File: config.mk
export PLATFORM = sky130hd
export DESIGN_NAME = alu_stage
export DESIGN_NICKNAME = d
export VERILOG_FILES = /design/src/rtl/alu_stage.sv
export SDC_FILE = /design/constraint.sdc
export NUM_CORES = 1
export LEC_CHECK = 0
export ABC_AREA = 1
export ABC_CLOCK_PERIOD_IN_PS = 4800
export CAP_MARGIN = 10
export CELL_PAD_IN_SITES_DETAIL_PLACEMENT = 1
export CELL_PAD_IN_SITES_GLOBAL_PLACEMENT = 1
export CORE_AREA = 2 2 216 218
export DETAILED_ROUTE_END_ITERATION = 16
export DIE_AREA = 0 0 218 220
export DONT_BUFFER_PORTS = 1
export PLACE_DENSITY = 0.8
export SLEW_MARGIN = 10
export SYNTH_ARGS = -nofsm -noshare
export SYNTH_HDL_FRONTEND = slang
export SYNTH_SLANG_ARGS = --single-unit
export TNS_END_PERCENT = 20
File: constraint.sdc
create_clock -name clk -period 4.8 [get_ports clk]
set_clock_uncertainty 0.2 [all_clocks]
set_input_delay 1.44 -clock clk [delete_from_list [all_inputs] [get_ports clk]]
set_output_delay 1.44 -clock clk [all_outputs]
set_load 0.005 [all_outputs]
File: src/rtl/alu_stage.sv
// Single-issue integer execute stage: computes result, branch outcome and next PC
// for one RV32I instruction per cycle and broadcasts it for one cycle.
module alu_stage #(
    parameter int ROB_POS_W = 4,
    parameter int DATA_W    = 32
) (
    input  logic                 clk,
    input  logic                 rst,
    input  logic                 rdy,
    input  logic                 rollback,
    input  logic                 alu_en,
    input  logic [6:0]           alu_opcode,
    input  logic [2:0]           alu_func3,
    input  logic                 alu_func1,
    input  logic [DATA_W-1:0]    alu_val1,
    input  logic [DATA_W-1:0]    alu_val2,
    input  logic [DATA_W-1:0]    alu_imm,
    input  logic [31:0]          alu_pc,
    input  logic [ROB_POS_W-1:0] alu_rob_pos,
    output logic                 result,
    output logic [ROB_POS_W-1:0] result_rob_pos,
    output logic [DATA_W-1:0]    result_val,
    output logic                 result_jump,
    output logic [31:0]          result_pc
);

    localparam logic [6:0] OPC_OP     = 7'b0110011;
    localparam logic [6:0] OPC_OP_IMM = 7'b0010011;
    localparam logic [6:0] OPC_LUI    = 7'b0110111;
    localparam logic [6:0] OPC_AUIPC  = 7'b0010111;
    localparam logic [6:0] OPC_JAL    = 7'b1101111;
    localparam logic [6:0] OPC_JALR   = 7'b1100111;
    localparam logic [6:0] OPC_BRANCH = 7'b1100011;

    logic [DATA_W-1:0] op_a;
    logic [DATA_W-1:0] op_b;
    logic [4:0]        shamt;
    logic [DATA_W-1:0] alu_out;
    logic [DATA_W-1:0] val_nxt;
    logic              jump_nxt;
    logic [31:0]       pc_nxt;
    logic [31:0]       pc_plus4;
    logic [31:0]       pc_plus_imm;
    logic [31:0]       jalr_tgt;
    logic              br_eq;
    logic              br_lt;
    logic              br_ltu;
    logic              br_taken;

    assign pc_plus4    = alu_pc + 32'd4;
    assign pc_plus_imm = alu_pc + 32'(alu_imm);
    assign jalr_tgt    = 32'(alu_val1 + alu_imm);

    always_comb begin
        op_a  = alu_val1;
        op_b  = (alu_opcode == OPC_OP) ? alu_val2 : alu_imm;
        shamt = op_b[4:0];
        case (alu_func3)
            3'b000:  alu_out = (alu_opcode == OPC_OP && alu_func1) ? op_a - op_b : op_a + op_b;
            3'b001:  alu_out = op_a << shamt;
            3'b010:  alu_out = {{(DATA_W-1){1'b0}}, $signed(op_a) < $signed(op_b)};
            3'b011:  alu_out = {{(DATA_W-1){1'b0}}, op_a < op_b};
            3'b100:  alu_out = op_a ^ op_b;
            3'b101:  alu_out = alu_func1 ? DATA_W'($signed(op_a) >>> shamt) : op_a >> shamt;
            3'b110:  alu_out = op_a | op_b;
            default: alu_out = op_a & op_b;
        endcase
    end

    // Branch compares always use rs1/rs2, never the immediate.
    always_comb begin
        br_eq  = (alu_val1 == alu_val2);
        br_lt  = ($signed(alu_val1) < $signed(alu_val2));
        br_ltu = (alu_val1 < alu_val2);
        case (alu_func3)
            3'b000:  br_taken = br_eq;
            3'b001:  br_taken = !br_eq;
            3'b100:  br_taken = br_lt;
            3'b101:  br_taken = !br_lt;
            3'b110:  br_taken = br_ltu;
            3'b111:  br_taken = !br_ltu;
            default: br_taken = 1'b0;
        endcase
    end

    always_comb begin
        val_nxt  = '0;
        jump_nxt = 1'b0;
        pc_nxt   = pc_plus4;
        case (alu_opcode)
            OPC_OP, OPC_OP_IMM: val_nxt = alu_out;
            OPC_LUI:            val_nxt = alu_imm;
            OPC_AUIPC:          val_nxt = DATA_W'(pc_plus_imm);
            OPC_JAL: begin
                val_nxt  = DATA_W'(pc_plus4);
                jump_nxt = 1'b1;
                pc_nxt   = pc_plus_imm;
            end
            OPC_JALR: begin
                val_nxt  = DATA_W'(pc_plus4);
                jump_nxt = 1'b1;
                pc_nxt   = jalr_tgt & ~32'd1;
            end
            OPC_BRANCH: begin
                jump_nxt = br_taken;
                pc_nxt   = br_taken ? pc_plus_imm : pc_plus4;
            end
            default: ;
        endcase
    end

    // Idle or squashed cycles clear only the valid bit; payload holds.
    always_ff @(posedge clk) begin
        if (rst) begin
            result         <= 1'b0;
            result_rob_pos <= '0;
            result_val     <= '0;
            result_jump    <= 1'b0;
            result_pc      <= '0;
        end else if (rdy) begin
            if (rollback) begin
                result <= 1'b0;
            end else begin
                result <= alu_en;
                if (alu_en) begin
                    result_rob_pos <= alu_rob_pos;
                    result_val     <= val_nxt;
                    result_jump    <= jump_nxt;
                    result_pc      <= pc_nxt;
                end
            end
        end
    end

endmodule

==> results of run 1 <==
==> kinds of logic (layout without fill, tap and decap cells) <==
| logic type | after synthesis | in the layout | share of synthesized area |
|---|---|---|---|
| buffers and inverters | 574 | 748 | 0.123 |
| DFF | 70 | 70 | 0.0758 |
| xor gates and xnor gates | 63 | 63 | 0.0298 |
| adders and majority gates | 188 | 188 | 0.128 |
| muxes | 17 | 17 | 0.00920 |
| other | 0 | 1 | 0 |
| AOI/OAI and AO/OA | 818 | 818 | 0.248 |
| and+or+nand+nor | 1703 | 1703 | 0.386 |
==> final timing paths <==
kind | end | slack, ns
setup / recovery | result_val[22] | 0.14
hold / removal | result_pc[18] | 0.28
setup reg to reg | result_val[25] | 3.60
hold reg to reg | result_pc[18] | 0.28
==> flip-flops by register name (all words and copies together), names as in the netlist <==
name	count
result_rob_pos	4
result	1
result_val	32
result_jump	1
result_pc	32
==> per-stage QoR <==
step                power (mW)  setup slack [ns]  hold WS [ns]  std cells  utilization
global placement          2.68            -0.121         0.264       4198        0.458
CTS                       3.50             0.186         0.278       4214        0.465
detailed placement        2.72            -0.179         0.269       4198        0.458
finish                    3.60             0.140         0.281       4215        0.466
floorplan                 1.92             0.135         0.260       3433            -
global route              3.80           -0.0283         0.304       4215        0.466
==> power by group through the flow <==
stage	clock network (mW)	logic, mW	registers, mW
6_report	0.781	2.21	0.606
5_1_grt	0.800	2.39	0.607
4_1_cts	0.778	2.12	0.606
3_5_place_dp	0	2.10	0.618
3_3_place_gp	0	2.06	0.618
2_1_floorplan	0	1.30	0.614
==> layout by cell type (no fill, tap or decap), types with 5 or more instances in the layout <==
master / netlist / final
nor3_1: 40 / 37
o21ai_0: 219 / 205
nand3b_1: 10 / 10
xnor2_1: 12 / 12
o21a_1: 17 / 17
nand4_1: 28 / 28
xor2_1: 51 / 51
a21o_1: 11 / 11
buf_12: 0 / 12
o21ai_2: 5 / 5
mux2i_1: 17 / 17
clkbuf_16: 0 / 9
dfxtp_1: 70 / 70
a21oi_2: 2 / 7
o221ai_1: 14 / 14
nand3_1: 265 / 264
nor4_1: 11 / 8
a211oi_1: 24 / 24
a221oi_1: 10 / 10
a21oi_1: 318 / 313
o211ai_1: 48 / 48
a31oi_1: 11 / 11
nor2_1: 308 / 303
inv_2: 14 / 14
o21bai_1: 8 / 8
ha_1: 185 / 185
or2_1: 6 / 6
buf_4: 6 / 279
nand2_1: 985 / 984
o21ai_1: 96 / 110
or2_2: 15 / 15
nor2_2: 2 / 6
inv_1: 426 / 426
o22ai_1: 14 / 14
nand2_2: 13 / 14
==> per-layer routing <==
layer | share of wire | vias up | track usage
met2 | 0.41 | 1362 | 0.611
met3 | 0.12 | 259 | 0.112
li1 | - | 11700 | -
met5 | 0 | - | 0
met1 | 0.42 | 12000 | 0.564
met4 | 0.046 | 0 | 0.175
==> worst reg2reg max path, cell delays in order, from the launching register on <==
cell     delay, ns
dfxtp_1       0.66
nand2_1       0.13
a21oi_1       0.15
==> timing repair <==
| item | CTS | global route |
|---|---|---|
| setup buffers | 0 | 0 |
| resized for setup | 0 | 26 |
| endpoints found under the setup margin | 0 | 19 |
==> cell type report <==
cell class,instances,area (sq um)
fillers,6746,24500
multi-input cells,2789,14900
repair buffers,291,2330
inverters,441,1660
flip-flops and latches,70,1400
well taps,607,759
clock buffers,9,225
clock inverters,7,96.3
diodes,1,2.50
==> results.tsv, run 1 <==
stage	metric	value	unit
outcome	status	finished, final reports clean	
power	p_sw_frac	0.489	
clocking	cts_tree	built	
logic_synthesis	async_reset_ff_frac	0	
sta	maxSlewHeadroom	0.472	
worst_setup_path	worstPathCellList	inv_2, nand2_2, nor2_8, nand2_4, buf_12, buf_4, o21ai_0, inv_1, ha_1, nand2_1, nor4_2, buf_4, nand3_1, nand3_1, nand2_1, nand3_1, nand3_1, nand2_1, nand2_1, nand2_1, nand2_1, a21oi_1	
clocking	h-tree-depth	3	
logic_synthesis	synth_top_area_frac	0.200	
power	p_switching	1.76	mW
worst_setup_path	path_common_cell	nand2_1	
floorplan	pin_count	218	
logic_synthesis	ys_warn_count	0	
power	ir_drop	187	uV
clocking	clkTransAtPathRegs	0.06	ns
sta	worst_pin_slew	0.785	ns
clocking	clockRootBuffer	clkbuf_16	
logic_synthesis	yosysMostFrequentCell	nand2_1	
power	powerDensity	168	nW/um^2
power	combinationalPowerShare	0.614	
place	io_buffers	0	
logic_synthesis	syn_nets	3769	
global_route	grt_max_degree	69	
logic_synthesis	ys_types	63	
worst_setup_path	critPathKind	input port to flip-flop	
worst_setup_path	crit_path_start_kind	input port	
global_route	gr-total-overflow	0	
place	globalplace.congestion	1.07	
worst_setup_path	crit_start	alu_opcode[2]	
global_route	grt_pass1_vias	24500	
hold_path	hold_start	result_pc[18]	
logic_synthesis	syn_avg_cell_area	5.39	sq um
floorplan	die_h	220	um
final_layout	syn_to_final_growth	15.6	%
floorplan	die_area	48000	sq um
route	drc	0	
place	hpwlAfterDp	85900	um
final_layout	design_area	21400	sq um
place	place_area	21000	sq um
sta	period_minus_slack	4.66	ns
worst_setup_path	path_buf_inv	5	
global_route	grt_antenna_before_repair	2	
sta	hold_violations	0	
route	antenna_left	0	
run	max-cap-violations	0	
floorplan	start_util	0.403	
worst_setup_path	crit_path_max_fanout	17	
power	p_int	1.84	mW
clocking	cts_buffer_depth	2	
route	drt_iter0_drc	2724	
hold_path	hold_path_class	flip-flop to flip-flop	
final_layout	fin_nets	3938	
logic_synthesis	synth_edf_count	0	
worst_setup_path	max_stage_delay	0.41	ns
worst_setup_path	critPathRequiredTime	4.91	ns
clocking	clock_latency	0.37	ns
worst_setup_path	path_depth	22	
route	dr.pass1.iters	5	
clocking	cts.sinks	70	
logic_synthesis	synth_top_area_cell	nand2_1	
logic_synthesis	synth_seq_cells	70	
worst_setup_path	r2r-start	result_val[25]	
sta	finalSetupTns	0	ns
global_route	grt_pass1_wl	150000	um
clocking	cts_hold_buf	0	
logic_synthesis	postSynthCellCount	3433	
sta	drv_slew	0	
logic_synthesis	synth_area	18500	sq um
logic_synthesis	ys.flop_type	dfxtp_1	
logic_synthesis	synth-seq-area-share	0.0758	
route	drt-total-wl	103000	um
floorplan	placement_rows	79	
power	pwr-share-clk	0.217	
sta	setup_viol	0	
route	via_count	25400	
clocking	numCtsBuffers	9	
worst_setup_path	worst-r2r-cell-count	2	
global_route	grt_usage	0.415	
worst_setup_path	path_delay_family	simple AND/OR/NAND/NOR gates	
worst_setup_path	critPathCaptureType	flip-flop	
power	power_frac_seq	0.169	
logic_synthesis	synth.area.top_cells	nand2_1 20%, ha_1 13%, inv_1 8.6%	
worst_setup_path	cp_slowest_cell	nor4_2	
floorplan	die-width	218	um
sta	rsz0062_at_grt	true	
power	leakagePower	10.6	nW
sta	period_share	0.971	
worst_setup_path	arrival	4.77	ns
final_layout	drive_gt1_frac	0.108	
hold_path	min_path_cells	2	
floorplan	core	45900	sq um
logic_synthesis	synth.top_cells.by_count	985 x nand2_1, 426 x inv_1, 318 x a21oi_1	
sta	fmax	0.215	GHz
route	wl_per_cell	24.3	um
route	vias_per_cell	6.02	
No activity file was read; power rests on OpenSTA's default activity.
==> run 2: changes to the inputs <==
--- a/config.mk
+++ b/config.mk
@@ -15,6 +15,8 @@
 export DIE_AREA = 0 0 218 220
 export DONT_BUFFER_PORTS = 1
 export PLACE_DENSITY = 0.8
+export RECOVER_POWER = 25
+export SKIP_LAST_GASP = 1
 export SLEW_MARGIN = 10
 export SYNTH_ARGS = -nofsm -noshare
 export SYNTH_HDL_FRONTEND = slang
==> run 2 against run 1 <==
- worst setup slack worse by 0.054 ns
- register-to-register slack hardly changed
- global-route usage stayed put
- worst hold slack worse by 0.0021 ns
- flip-flop and latch count stayed put
- sequential power hardly changed
- final area is 0.13% lower
- sequential share of layout area hardly changed
- cell count stayed put
- highest routed layer unchanged
- non-clock buffer count stayed put
==> results.tsv, run 2 (same netlist as run 1, synthesis figures left out) <==
stage	metric	value	unit
sta	period_minus_slack	4.71	ns
power	combinationalPowerShare	0.612	
final_layout	syn_to_final_growth	15.4	%
route	vias_per_cell	6.04	
power	p_switching	1.76	mW
sta	setup_viol	0	
power	ir_drop	188	uV
floorplan	start_util	0.403	
clocking	numCtsBuffers	9	
sta	hold_violations	0	
floorplan	die_area	48000	sq um
final_layout	design_area	21300	sq um
final_layout	drive_gt1_frac	0.106	
sta	worst_pin_slew	0.784	ns
run	max-cap-violations	0	
final_layout	reg_top3	result_pc: 32 flops, result_val: 32 flops, result_rob_pos: 4 flops	
global_route	grt_pass1_wl	150000	um
sta	fmax	0.212	GHz
route	drc	0	
clocking	cts_buffer_depth	2	
floorplan	placement_rows	79	
floorplan	pin_count	218	
place	globalplace.congestion	1.07	
place	placed_cells	4198	
final_layout	final_common_cell	nand2_1	
power	p_sw_frac	0.490	
clocking	clock_latency	0.38	ns
clocking	cts_hold_buf	0	
route	via_count	25400	
power	leakagePower	10.6	nW
global_route	grt_pass1_vias	24500	
power	p_total	3.60	mW
route	drt_iter0_drc	2774	
power	powerDensity	168	nW/um^2
clocking	cts.sinks	70	
worst_setup_path	crit_path_start_kind	input port	
hold_path	hold_path_class	flip-flop to flip-flop	
place	io_buffers	0	
route	drt-total-wl	102000	um
sta	timing.final.ws_setup	0.0854	ns
floorplan	die_h	220	um
power	p_int	1.83	mW
sta	rsz0062_at_grt	true	
final_layout	final_cells	4215	
clocking	clkTransAtPathRegs	0.06	ns
global_route	gr-total-overflow	0	
clocking	clockRootBuffer	clkbuf_16	
sta	maxSlewHeadroom	0.472	
sta	finalSetupTns	0	ns
route	dr.pass1.iters	6	
final_layout	final_cell_mix	984 x nand2_1, 426 x inv_1, 317 x a21oi_1	
worst_setup_path	critPathRequiredTime	4.91	ns
clocking	postCtsSetupBuffers	0	
sta	fin_hold_ws	0.279	ns
place	place_area	21000	sq um
global_route	grt_antenna_before_repair	2	
worst_setup_path	critPathKind	input port to flip-flop	
outcome	status	finished, final reports clean	
worst_setup_path	critPathCaptureType	flip-flop	
global_route	grt_usage	0.415	
power	power_frac_seq	0.169	
place	hpwlAfterDp	85900	um
sta	period_share	0.982	
clocking	cts_tree	built	
clocking	h-tree-depth	3	
power	pwr-share-clk	0.219	
floorplan	die-width	218	um
worst_setup_path	arrival	4.82	ns
final_layout	fin_util	0.465	
route	antenna_left	0	
sta	drv_slew	0	
route	wl_per_cell	24.3	um
global_route	grt_max_degree	69	
place	dp_slack	-0.179	ns
worst_setup_path	crit_path_max_fanout	17	
final_layout	fin_nets	3938	
floorplan	core	45900	sq um
clocking	ctsResizeCount	0	
## run 2: changes by cell type in the layout (fill, tap and decap cells not counted), moves of 4 or more
cell / change
a21oi_2: -4
o21ai_0: +7
o21ai_1: -7
a21oi_1: +4
## run 2: worst max-delay path, cell delays in order
cell and delay, ns:
inv_2 0.05, nand2_2 0.09, nor2_8 0.11, nand2_4 0.10, buf_12 0.17, buf_4 0.17
o21ai_0 0.25, inv_1 0.13, ha_1 0.38, nand2_1 0.18, nor4_2 0.37, buf_4 0.18
nand3_1 0.12, nand3_1 0.13, nand2_1 0.09, nand3_1 0.12, nand3_1 0.09, nand2_1 0.11
nand2_1 0.08, nand2_1 0.21, nand2_1 0.10, a21oi_1 0.14
## run 2: layer usage
| layer | share of wire | vias to the layer above | wire length (um) | global-route usage |
|---|---|---|---|---|
| li1 | - | 11700 | - | - |
| met2 | 0.41 | 1372 | 42200 | 0.611 |
| met3 | 0.12 | 258 | 12100 | 0.112 |
| met4 | 0.047 | 0 | 4840 | 0.175 |
| met5 | 0 | - | 0 | 0 |
| met1 | 0.42 | 12100 | 43300 | 0.564 |
## run 2: cell type report
type / count / area (sq um)
sequential: 70 / 1400
timing repair buffer: 291 / 2330
fill: 6747 / 24500
inverter: 441 / 1660
multi-input combinational: 2789 / 14900
clock buffer: 9 / 225
antenna: 1 / 2.50
tap: 607 / 759
clock inverter: 7 / 96.3
## run 2: path summary, 6_finish.rpt
path                            cells past startpoint  slack (ns)             end      startpoint
worst min register to register                      2        0.28  result_val[18]  result_val[18]
worst min-delay path                                2        0.28  result_val[18]  result_val[18]
worst max-delay path                               22        0.09  result_val[22]   alu_opcode[2]
worst max register to register                      2        3.60  result_val[25]  result_val[25]
## run 2: power by group through the flow
stage                     Sequential, mW  Clock, mW  Combinational, mW
after floorplan                    0.614          0               1.30
after global placement             0.618          0               2.06
after detailed placement           0.618          0               2.10
after CTS                          0.606      0.778               2.12
after global routing               0.607      0.800               2.38
final                              0.606      0.787               2.20
==> run 3: changes to the inputs <==
--- a/config.mk
+++ b/config.mk
@@ -10,10 +10,11 @@
 export CAP_MARGIN = 10
 export CELL_PAD_IN_SITES_DETAIL_PLACEMENT = 1
 export CELL_PAD_IN_SITES_GLOBAL_PLACEMENT = 1
-export CORE_AREA = 2 2 216 218
+export CORE_AREA = 2 2 278 170
 export DETAILED_ROUTE_END_ITERATION = 16
-export DIE_AREA = 0 0 218 220
+export DIE_AREA = 0 0 280 172
 export DONT_BUFFER_PORTS = 1
+export HOLD_SLACK_MARGIN = 0.06
 export PLACE_DENSITY = 0.8
 export RECOVER_POWER = 25
 export SKIP_LAST_GASP = 1
==> constraint.sdc (replaced) <==
create_clock -name clk -period 4.8 [get_ports clk]
set_clock_uncertainty 0.2 [all_clocks]
set_input_delay 1.44 -clock clk [delete_from_list [all_inputs] [get_ports clk]]
set_output_delay 1.44 -clock clk [all_outputs]
set_load 0.02 [all_outputs]
==> run 3 against run 2 <==
- sequential share of layout area decreased by 0.12 points
- global-route usage increased by 2.6 points
- first-iteration DRC count grew 33%
- die area is 0.42% higher
- combinational power is 9% higher
- sequential power up 2%
- non-clock buffer count rose by 45
- critical path depth increased by 1
- utilization up 1.0 points
- critical endpoint is now result_val[31]
- largest power group unchanged
==> results.tsv, run 3 (same netlist as run 1, synthesis figures left out) <==
stage	metric	value	unit
worst_setup_path	arrival	4.85	ns
sta	setup_viol	0	
global_route	grt_pass1_wl	159000	um
floorplan	placement_rows	61	
sta	period_share	0.987	
final_layout	final_common_cell	nand2_1	
final_layout	final_cells	4253	
clocking	cts_buffer_depth	2	
worst_setup_path	max_stage_delay	0.33	ns
hold_path	min_path_cells	2	
place	io_buffers	0	
final_layout	fin_nets	3983	
clocking	cts_tree	built	
place	hpwlAfterDp	93400	um
power	p_sw_frac	0.519	
route	drc	0	
power	powerDensity	169	nW/um^2
power	leakagePower	10.8	nW
floorplan	die-width	280	um
clocking	clockRootBuffer	clkbuf_16	
sta	maxSlewHeadroom	0.453	
hold_path	hold_path_class	flip-flop to flip-flop	
final_layout	drive_gt1_frac	0.124	
sta	period_minus_slack	4.74	ns
floorplan	die_h	172	um
power	combinationalPowerShare	0.648	
worst_setup_path	worst-r2r-cell-count	2	
run	max-cap-violations	0	
worst_setup_path	crit_start	alu_opcode[3]	
sta	worst_pin_slew	0.820	ns
worst_setup_path	critPathCaptureType	flip-flop	
route	drt-total-wl	111000	um
hold_path	hold_start	result_pc[18]	
global_route	grt_pass1_vias	24400	
route	wl_per_cell	26.1	um
worst_setup_path	worstPathCellList	inv_2, nand2_2, nor2_8, nand2_8, buf_12, o21ai_0, inv_1, ha_1, buf_4, a21oi_1, o21ai_0, a21oi_1, nand3_1, buf_12, nand3_1, nand4_1, nand3_1, nand3_1, nand2_1, nand2_1, nand2_1, nand2_1, a21oi_1	
power	ir_drop	193	uV
place	placed_cells	4232	
power	p_int	1.77	mW
route	drt_iter0_drc	3693	
place	globalplace.congestion	1.10	
floorplan	pin_count	218	
final_layout	reg_top3	result_pc: 32 flops, result_val: 32 flops, result_rob_pos: 4 flops	
place	dp_slack	-0.401	ns
worst_setup_path	crit_path_start_kind	input port	
worst_setup_path	crit_path_max_fanout	22	
power	pwr-share-clk	0.183	
route	vias_per_cell	6.18	
global_route	grt_max_degree	69	
global_route	grt_antenna_before_repair	4	
worst_setup_path	cp_slowest_cell	ha_1	
final_layout	nFillCells	6631	
final_layout	syn_to_final_growth	17.6	%
worst_setup_path	critPathRequiredTime	4.91	ns
power	power_frac_seq	0.168	
worst_setup_path	critPathKind	input port to flip-flop	
floorplan	core	45700	sq um
sta	hold_violations	0	
route	dr.pass1.iters	7	
sta	fin_hold_ws	0.364	ns
sta	drv_slew	0	
clocking	numCtsBuffers	9	
clocking	h-tree-depth	3	
clocking	cts.sinks	70	
sta	rsz0062_at_grt	true	
sta	fmax	0.211	GHz
global_route	grt_usage	0.441	
power	p_switching	1.91	mW
route	via_count	26300	
outcome	status	finished, final reports clean	
final_layout	final_cell_mix	980 x nand2_1, 426 x inv_1, 323 x buf_4	
worst_setup_path	r2r-start	result_val[27]	
clocking	clock_latency	0.36	ns
final_layout	fin_util	0.476	
final_layout	multi_input_area	15000	sq um
route	antenna_left	0	
final_layout	regArea	1400	sq um
floorplan	die_area	48200	sq um
sta	timing.final.ws_setup	0.0619	ns
clocking	clkTransAtPathRegs	0.07	ns
floorplan	start_util	0.405	
global_route	gr-total-overflow	0	
## run 3: changes by cell type in the layout (fill, tap and decap cells not counted), sizes merged
| cell | previous run | this run |
|---|---|---|
| clkinvlp | 0 | 2 |
| buf | 291 | 336 |
| diode | 1 | 4 |
| bufinv | 2 | 0 |
| clkinv | 5 | 3 |
| inv | 441 | 442 |
## run 3: worst max-delay path, delay by kind of cell
kind	cells	cell delay [ns]
fa+ha+maj	1	0.33
simple gates	12	1.27
compound gates	5	1.07
buf+inv	5	0.71
## run 3: power groups by stage
stage	combinational, mW	sequential [mW]	clock, mW
floorplan	1.30	0.628	0
global placement	2.17	0.633	0
detailed placement	2.21	0.633	0
CTS	2.23	0.620	0.667
global route	2.54	0.622	0.688
finish	2.39	0.620	0.676
## run 3: final timing paths
path	to	slack (ns)
max reg2reg	result_val[27]	3.39
max	result_val[31]	0.06
min reg2reg	result_pc[18]	0.36
min	result_pc[18]	0.36
## run 3: metrics by stage
stage	TNS [ns]	instance area (sq um)	total power, mW
after floorplan	0	18500	1.93
after global placement	-1.20	21300	2.80
after detailed placement	-3.65	21300	2.85
after CTS	0	21600	3.52
after global routing	-0.333	21700	3.85
final	0	21800	3.68
## run 3: metal layers
metal	vias up	global-route usage	routed length (um)
li1	11800	-	-
met2	1765	0.569	39900
met5	-	0.0205	352
met3	211	0.223	19000
met1	12500	0.633	48900
met4	10	0.0895	2660
## run 3: layout make-up
type / instances / area share
Tap cell: 598 / 0.0344
Antenna cell: 4 / 0.000460
Sequential cell: 70 / 0.0644
Clock buffer: 9 / 0.0104
Clock inverter: 6 / 0.00178
Inverter: 441 / 0.0761
Timing Repair Buffer: 336 / 0.123
Multi-Input combinational cell: 2789 / 0.689
## run 3: what timing repair did
item | CTS | global route
gates cloned | 0 | 0
hold buffers | 0 | 0
resized for setup | 1 | 50
setup buffers | 0 | 2
endpoints found under the setup margin | 1 | 20
pin swaps | 0 | 2
